==> src/rtl/sobel_ctrl.sv <==
`timescale 1ns/1ps
`default_nettype none
// ------------------------------------------------------------------------
// sobel_ctrl : frame sequencer feeding the Sobel 3x3 window and writing results.
// Optional SOBEL_CTRL_PERF_EN adds perf_cycles (busy-cycle counter). Rev 1.0
// ------------------------------------------------------------------------
module sobel_ctrl #(
   parameter int CALC_TIMEOUT = 64
) (
   input  logic        HCLK,
   input  logic        HRESET,
   input  logic        start,
   input  logic [11:0] width,
   input  logic [11:0] length,
   input  logic [7:0]  initial_addr_r,
   input  logic [7:0]  initial_addr_w,
   output logic        rd_req,
   output logic [31:0] rd_addr,
   input  logic        rd_ack,
   input  logic [7:0]  rd_data,
   output logic        pix_valid,
   output logic [7:0]  pix_data,
   output logic        calc_start,
   input  logic        calc_done,
   input  logic [7:0]  calc_result,
   output logic        wr_req,
   output logic [31:0] wr_addr,
   output logic [7:0]  wr_data,
   input  logic        wr_ack,
   output logic        busy,
   output logic        done,
   output logic        err
`ifdef SOBEL_CTRL_PERF_EN
   ,
   output logic [31:0] perf_cycles
`endif
);

   localparam int TW = $clog2(CALC_TIMEOUT + 1);

   typedef enum logic [2:0] {
      S_IDLE  = 3'd0,
      S_READ  = 3'd1,
      S_PUSH  = 3'd2,
      S_CALC  = 3'd3,
      S_WRITE = 3'd4,
      S_NEXT  = 3'd5,
      S_DONE  = 3'd6
   } state_t;

   state_t        state_q, state_d;
   logic [11:0]   width_q, width_d;
   logic [11:0]   length_q, length_d;
   logic [7:0]    base_r_q, base_r_d;
   logic [7:0]    base_w_q, base_w_d;
   logic [11:0]   x_q, x_d;
   logic [11:0]   y_q, y_d;
   logic [11:0]   col_q, col_d;
   logic [1:0]    roff_q, roff_d;
   logic [3:0]    reads_left_q, reads_left_d;
   logic [TW-1:0] tmo_q, tmo_d;
   logic [7:0]    pix_q, pix_d;
   logic [7:0]    res_q, res_d;
   logic          err_q, err_d;

   logic [11:0]   rd_row;
   logic [23:0]   rd_prod, rd_off;
   logic [11:0]   wr_row;
   logic [23:0]   wr_prod, wr_off;

   // Bases have zero low 24 bits, so base + offset is a plain concatenation.
   assign rd_row  = y_q - 12'd1 + {10'd0, roff_q};
   assign rd_prod = {12'd0, rd_row} * {12'd0, width_q};
   assign rd_off  = rd_prod + {12'd0, col_q};
   assign wr_row  = y_q - 12'd1;
   assign wr_prod = {12'd0, wr_row} * {12'd0, width_q - 12'd2};
   assign wr_off  = wr_prod + {12'd0, x_q - 12'd1};

   always_comb begin
      state_d      = state_q;
      width_d      = width_q;
      length_d     = length_q;
      base_r_d     = base_r_q;
      base_w_d     = base_w_q;
      x_d          = x_q;
      y_d          = y_q;
      col_d        = col_q;
      roff_d       = roff_q;
      reads_left_d = reads_left_q;
      tmo_d        = tmo_q;
      pix_d        = pix_q;
      res_d        = res_q;
      err_d        = err_q;
      rd_req       = 1'b0;
      wr_req       = 1'b0;
      pix_valid    = 1'b0;
      calc_start   = 1'b0;
      done         = 1'b0;
      busy         = (state_q != S_IDLE);

      case (state_q)
         S_IDLE: begin
            if (start) begin
               width_d  = width;
               length_d = length;
               base_r_d = initial_addr_r;
               base_w_d = initial_addr_w;
               err_d    = 1'b0;
               if (width < 12'd3 || length < 12'd3) begin
                  err_d   = 1'b1;
                  state_d = S_DONE;
               end else begin
                  x_d          = 12'd1;
                  y_d          = 12'd1;
                  col_d        = 12'd0;
                  roff_d       = 2'd0;
                  reads_left_d = 4'd9;
                  state_d      = S_READ;
               end
            end
         end
         S_READ: begin
            rd_req = 1'b1;
            if (rd_ack) begin
               pix_d        = rd_data;
               reads_left_d = reads_left_q - 4'd1;
               // Column-major walk: three rows per column, then step column.
               if (roff_q == 2'd2) begin
                  roff_d = 2'd0;
                  col_d  = col_q + 12'd1;
               end else begin
                  roff_d = roff_q + 2'd1;
               end
               state_d = S_PUSH;
            end
         end
         S_PUSH: begin
            pix_valid = 1'b1;
            if (reads_left_q == 4'd0) begin
               tmo_d   = '0;
               state_d = S_CALC;
            end else begin
               state_d = S_READ;
            end
         end
         S_CALC: begin
            calc_start = (tmo_q == '0);
            if (calc_done) begin
               res_d   = calc_result;
               state_d = S_WRITE;
            end else if (tmo_q == TW'(CALC_TIMEOUT - 1)) begin
               err_d   = 1'b1;
               state_d = S_DONE;
            end else begin
               tmo_d = tmo_q + 1'b1;
            end
         end
         S_WRITE: begin
            wr_req = 1'b1;
            if (wr_ack) begin
               state_d = S_NEXT;
            end
         end
         S_NEXT: begin
            if (x_q < width_q - 12'd2) begin
               x_d          = x_q + 12'd1;
               col_d        = x_q + 12'd2;
               roff_d       = 2'd0;
               reads_left_d = 4'd3;
               state_d      = S_READ;
            end else if (y_q < length_q - 12'd2) begin
               x_d          = 12'd1;
               y_d          = y_q + 12'd1;
               col_d        = 12'd0;
               roff_d       = 2'd0;
               reads_left_d = 4'd9;
               state_d      = S_READ;
            end else begin
               state_d = S_DONE;
            end
         end
         S_DONE: begin
            done    = 1'b1;
            state_d = S_IDLE;
         end
         default: state_d = S_IDLE;
      endcase
   end

   // Data outputs are gated so nothing stale is visible outside a handshake.
   assign rd_addr  = rd_req    ? {base_r_q, rd_off} : 32'h0;
   assign wr_addr  = wr_req    ? {base_w_q, wr_off} : 32'h0;
   assign wr_data  = wr_req    ? res_q : 8'h0;
   assign pix_data = pix_valid ? pix_q : 8'h0;
   assign err      = err_q;

   always_ff @(posedge HCLK or posedge HRESET) begin
      if (HRESET) begin
         state_q      <= S_IDLE;
         width_q      <= '0;
         length_q     <= '0;
         base_r_q     <= '0;
         base_w_q     <= '0;
         x_q          <= '0;
         y_q          <= '0;
         col_q        <= '0;
         roff_q       <= '0;
         reads_left_q <= '0;
         tmo_q        <= '0;
         pix_q        <= '0;
         res_q        <= '0;
         err_q        <= 1'b0;
      end else begin
         state_q      <= state_d;
         width_q      <= width_d;
         length_q     <= length_d;
         base_r_q     <= base_r_d;
         base_w_q     <= base_w_d;
         x_q          <= x_d;
         y_q          <= y_d;
         col_q        <= col_d;
         roff_q       <= roff_d;
         reads_left_q <= reads_left_d;
         tmo_q        <= tmo_d;
         pix_q        <= pix_d;
         res_q        <= res_d;
         err_q        <= err_d;
      end
   end

`ifdef SOBEL_CTRL_PERF_EN
   logic [31:0] perf_q, perf_d;

   always_comb begin
      perf_d = perf_q;
      if (state_q == S_IDLE && start) begin
         perf_d = 32'h0;
      end else if (busy && perf_q != 32'hFFFF_FFFF) begin
         perf_d = perf_q + 32'd1;
      end
   end

   always_ff @(posedge HCLK or posedge HRESET) begin
      if (HRESET) begin
         perf_q <= 32'h0;
      end else begin
         perf_q <= perf_d;
      end
   end

   assign perf_cycles = perf_q;
`endif

endmodule
`default_nettype wire

==> config.mk <==
export PLATFORM = sky130hd
export DESIGN_NAME = sobel_ctrl
export DESIGN_NICKNAME = d
export VERILOG_FILES = /design/src/rtl/sobel_ctrl.sv
export SDC_FILE = /design/constraint.sdc
export NUM_CORES = 1
export LEC_CHECK = 0
export ABC_AREA = 1
export BUFFER_PORTS_ARGS = -buffer_cell sky130_fd_sc_hd__buf_4
export CORE_MARGIN = 4
export CORE_UTILIZATION = 68
export DETAILED_ROUTE_END_ITERATION = 16
export PLACE_DENSITY = 0.88
export RECOVER_POWER = 50
export SLEW_MARGIN = 20
export SYNTH_ARGS = -nofsm -noshare
export SYNTH_HDL_FRONTEND = slang
export SYNTH_SLANG_ARGS = --single-unit
==> constraint.sdc <==
create_clock -name HCLK -period 13.5 [get_ports HCLK]
set_input_delay 2.025 -clock HCLK [delete_from_list [all_inputs] [get_ports HCLK]]
set_output_delay 2.025 -clock HCLK [all_outputs]
set_load 0.005 [all_outputs]
Word level (Yosys, flattened, before mapping)

Cells that the tools add are included.

Memories kept: 0
Input port bits: 62
Word-level logic and storage cells: 130
Bits in latches: 0
Memory bits (read-only): 0
Output and inout bits: 87
Flip-flop bits (word level): 109
RAM bits: 0

Bitwise logic cells: 0
Eq/ne operators: 21
Magnitude comparators: 4
Divide/modulo/power cells: 0
Mux-type cells: 56
Multiply operators: 2
Add/sub/neg operators: 14
Reductions and logical operators: 19
Shift-type cells: 0

Operators with widths:

| cell                    | count |
|---|---|
| $mux W12                | 12 |
| $mux W32                | 2 |
| $add A24 B12 Y24        | 2 |
| $mul A12 B12 Y24        | 2 |
| $pmux W12 S2            | 2 |
| $add A12 B1 Y12 const B | 3 |
| $pmux W12 S3            | 1 |
| $lt A12 B12 Y1          | 2 |
| $lt A12 B2 Y1 const B   | 2 |
| $mux W3                 | 8 |
| $sub A12 B1 Y12 const B | 2 |
| $sub A12 B2 Y12 const B | 2 |
| $ne A2 B2 Y1 const B    | 11 |
| $mux W7                 | 3 |
| $mux W4                 | 5 |
| $pmux W3 S6             | 1 |
| $mux W8                 | 2 |
| $reduce_and A4 Y1       | 4 |
| $mux W2                 | 7 |
| $pmux W7 S2             | 1 |
| $add A12 B2 Y12         | 1 |
| $add A12 B2 Y12 const B | 1 |
| $pmux W4 S3             | 1 |
| $reduce_and A5 Y1       | 2 |
| 20 further kinds        | 37 |

Logic depth before layout (Yosys ltp)

Depth after elaboration: 5
Mapped depth: 34

Worst setup path before layout

OpenSTA, ideal clock, no wires.

Path kind: reg2out
Start point: register y_q[1]
End point: output rd_addr[23]
Data arrival time: 6301 ps
Required time: 11475 ps
Cell stages (with the launch flop): 32
Slack: 5174 ps
Path buffers: 1
Cells stage by stage: dfrtp_1 inv_1 ha_1 clkbuf_1 inv_1 ha_1 a21oi_1 nor2_8 nand3_2 nor2_2 nand2_2 nand2_1 inv_1 nand2_1 fa_1 fa_1 inv_1 fa_1 fa_1 inv_1 fa_1 inv_1 ha_1 a21oi_1 nor2_1 nor2_1 nand2_1 nand2_1 nand2_1 nand2_1 nand2_1 nor2_1

Longest elaborated chain between the ends: 5

RTL lines:

| what                   | line | RTL |
|---|---|---|
| start, declared        | 57   | `logic [11:0] y_q, y_d;` |
| start signal, assigned | 220  | `y_q <= y_d;` |
| $sub A12 B1 Y12        | 72   | `assign rd_row = y_q - 12'd1 + {10'd0, roff_q};` |
| $add A12 B2 Y12        | 72   |  |
| $mul A12 B12 Y24       | 73   | `assign rd_prod = {12'd0, rd_row} * {12'd0, width_q};` |
| $add A24 B12 Y24       | 74   | `assign rd_off = rd_prod + {12'd0, col_q};` |
| $mux W32               | 191  | `assign rd_addr = rd_req ? {base_r_q, rd_off} : 32'h0;` |
| end, declared          | 18   | `output logic [31:0] rd_addr,` |

Every way passes these cells.

Worst setup path after layout

Start point: register y_q[0]
End point: output rd_addr[23]

The elaborated chain is that of the path after synthesis.

==> summary.txt <==
Placed design
  • # port buffers: 148
  • Sum of net half-perimeters after detailed placement: 39.9 mm
  • Routability cong.: 0.970
  • Pre-CTS setup slack: 3.38 ns

GRT
  • Global route overflow: 0
  • First-pass GRT wire length: 82.3 mm
  • Initial antenna violation count: 0
  • Largest net degree at the start of global routing: 77
  • Gr usage total: 34.7%
  • Vias in the first global route: 17,063

Detailed routing
  • Final WL: 49.3 mm
  • DR pass1 iterations: 6
  • Post-DR wirelength/cell: 16.9 um
  • Via density: 5.67
  • DRT iter0 DRCs: 1,486
  • Post-route DRC violation count: 0
  • DR vias: 16,555
  • Antenna-violating nets left: 0

STA
  • Slew Viols, Final: 126
  • Worst setup margin: 2.81 ns
  • RSZ-0062 raised after global routing: false
  • Setup TNS: 0 ns
  • Tightest Pin Transition: 4.24 ns
  • Final hold vios: 0
  • Post-route clock period utilization: 79.2%
  • Highest clock rate: 0.0936 GHz
  • Period minus WS final: 10.69 ns
  • Setup violators final: 0
  • Skew final: 0.0172 ns
  • Slew HR: -182%

Status
  • Status: finished, violations left
  • Failing checks: max-capacitance violations, max-slew violations

Clock tree
  • CTS root buf: clkbuf_16
  • TritonCTS sink count: 109
  • H-Tree Depth: 3
  • Cts repair resizes: 0
  • Clock transition at the registers of the reported paths: 0.09 ns
  • Worst-skew pair later-pin latency: 0.37 ns
  • Hold bufs inserted after CTS: 0
  • TritonCTS clock tree: yes
  • Setup bufs post-CTS: 0
  • Clk buf depth: 2
  • Cts bufs inserted: 9

Worst setup path
  • Req. time, crit path: 11.48 ns
  • CP Capture Type: output pin
  • Type of origin of the critical path: flop
  • Most frequent CP cell: nand2_1
  • CP Max Fanout: 15
  • Max incr delay on CP: 0.79 ns
  • Crit path kind: reg -> out
  • Critical Path AT: 8.66 ns
  • CP max stage cell: dfrtp_1

Cells and area
  • # nets final: 3,041
  • Layout cells sized above 1: 9.86%
  • Multi-input logic area: 13,100 um^2
  • FF/Latch Area: 2730 um^2
  • Fill cell count: 2,047
  • # diodes: 0
  • Layout area overhead: 8.37%

Yosys
  • Cell accounting for the most synthesized area: fa_1
  • Async S/R FF share, synth: 100%
  • Register area share after synthesis: 15.0%
  • Mapped Area: 18,200 um^2
  • Post-synth EDFFs: 0
  • Syn. warnings: 0
  • Post-synth top flop: dfrtp_1
  • Top post-synthesis cells by area: fa_1, dfrtp_1, ha_1
  • Cells after synthesis: 2,486
  • Syn Nets: 2,947
  • FF+latch count, synth: 109
  • Synth top area share: 24.5%
  • Syn_area_per_cell: 7.32 um^2
  • Synth cell types: 54

Floorplan
  • Rows: 59
  • I/O pins: 149
  • Die width: 172 um
  • Starting Density: 69.4%
  • Core area: 26,200 um^2
  • Die Area: 29,400 um^2
  • DIE HEIGHT: 172 um

Run
  • Max Cap Violations: 3

Worst hold path
  • Worst min-delay path category: reg -> reg
-- area by class of cell --
class	instances	area share, %
Multi-Input combinational cell	1769	66.5
Sequential cell	109	13.8
Inverter	538	10.3
Timing Repair Buffer	153	5.73
Tap cell	335	2.13
Clock buffer	9	1.14
Clock inverter	7	0.393
-- per-layer routing --
| metal | GRT usage, % | routed length (um) |
|---|---|---|
| met1 | 43.7 | 19100 |
| met2 | 59.7 | 24000 |
| met5 | 0 | 0 |
| met4 | 13.5 | 2200 |
| met3 | 6.44 | 4020 |
-- path summary, 6_finish.rpt --
check | startpoint | to | slack [ns] | cells after the start
setup / recovery | y_q[0] | rd_addr[23] | 2.81 | 32
hold / removal | length_q[9] | length_q[9] | 0.51 | 2
setup reg to reg | width_q[1] | x_q[7] | 8.08 | 16
hold reg to reg | length_q[9] | length_q[9] | 0.51 | 2
max in group asynchronous | HRESET | pix_q[1] | 6.90 | 3
min in group asynchronous | HRESET | y_q[6] | 2.00 | 2
-- cell usage in the layout, fill, tap and decap left out, types with 3 or more instances in the layout --
cell type,instances
inv_4,4
nor2_1,316
nand2_4,6
inv_1,505
clkbuf_4,3
xor2_1,44
nor2_4,6
o21bai_1,5
o21a_1,6
nand4_1,36
a21boi_0,7
a31oi_1,3
clkbuf_16,9
nand2_1,523
o21ai_1,3
nor4_1,3
a21oi_1,108
o21ai_0,91
dfrtp_1,109
nor3_1,21
clkinv_1,8
nand3b_1,3
inv_2,19
a21o_1,5
buf_4,145
ha_1,176
nand3_1,105
nand3_2,4
nand2_2,14
fa_1,223
o21ai_2,3
nor2_2,21
clkbuf_1,5
xnor2_1,17
-- flip-flops by register name, summed over array words and instances, names as in the netlist, 3 cells and up --
signal / flops
res_q: 8
base_r_q: 8
pix_q: 8
state_q: 3
length_q: 12
x_q: 12
base_w_q: 8
width_q: 12
tmo_q: 7
y_q: 12
col_q: 12
reads_left_q: 4
-- cell families (layout without fill, tap and decap cells) --
group	count (synthesis)	after routing	share of synthesized area, %
simple gates	1070	1070	25.2
buf+inv	608	707	13.0
fa+ha+maj	399	399	36.6
compound gates	237	237	7.07
flops	109	109	15.0
xor+xnor	62	62	3.09
mux	1	1	0.0619
-- worst max-delay path, delay by kind of cell, from the launching register on --
kind                       cells  cell delay (ns)
DFF                            1             0.79
adders and majority gates      8             3.99
AOI/OAI and AO/OA              3             0.86
and+or+nand+nor               14             1.45
buffers and inverters          7             1.23
-- cell usage after synthesis, drive strengths merged, types with 2 or more instances --
cell      n
a21boi    7
a21o      5
a21oi   108
a31oi     3
and2      2
buf      31
clkbuf   39
clkinv    9
dfrtp   109
fa      223
ha      176
inv     529
nand2   543
nand3   110
nand3b    3
nand4    37
nor2    345
nor3     23
nor4      4
o21a      6
o21ai    98
o21bai    6
xnor2    17
xor2     45
-- through the flow --
stage | hold WS (ns) | utilization (%) | std cells | cell area, um^2
floorplan | 0.453 | - | 2486 | 18200
global placement | 0.478 | 74.2 | 2904 | 19400
detailed placement | 0.497 | 74.2 | 2904 | 19400
CTS | 0.517 | 75.3 | 2920 | 19700
global route | 0.537 | 75.3 | 2920 | 19700
finish | 0.512 | 75.3 | 2920 | 19700
Power is not shown: default switching activity piles up to over one toggle a cycle in this logic, so the estimate is an artifact.
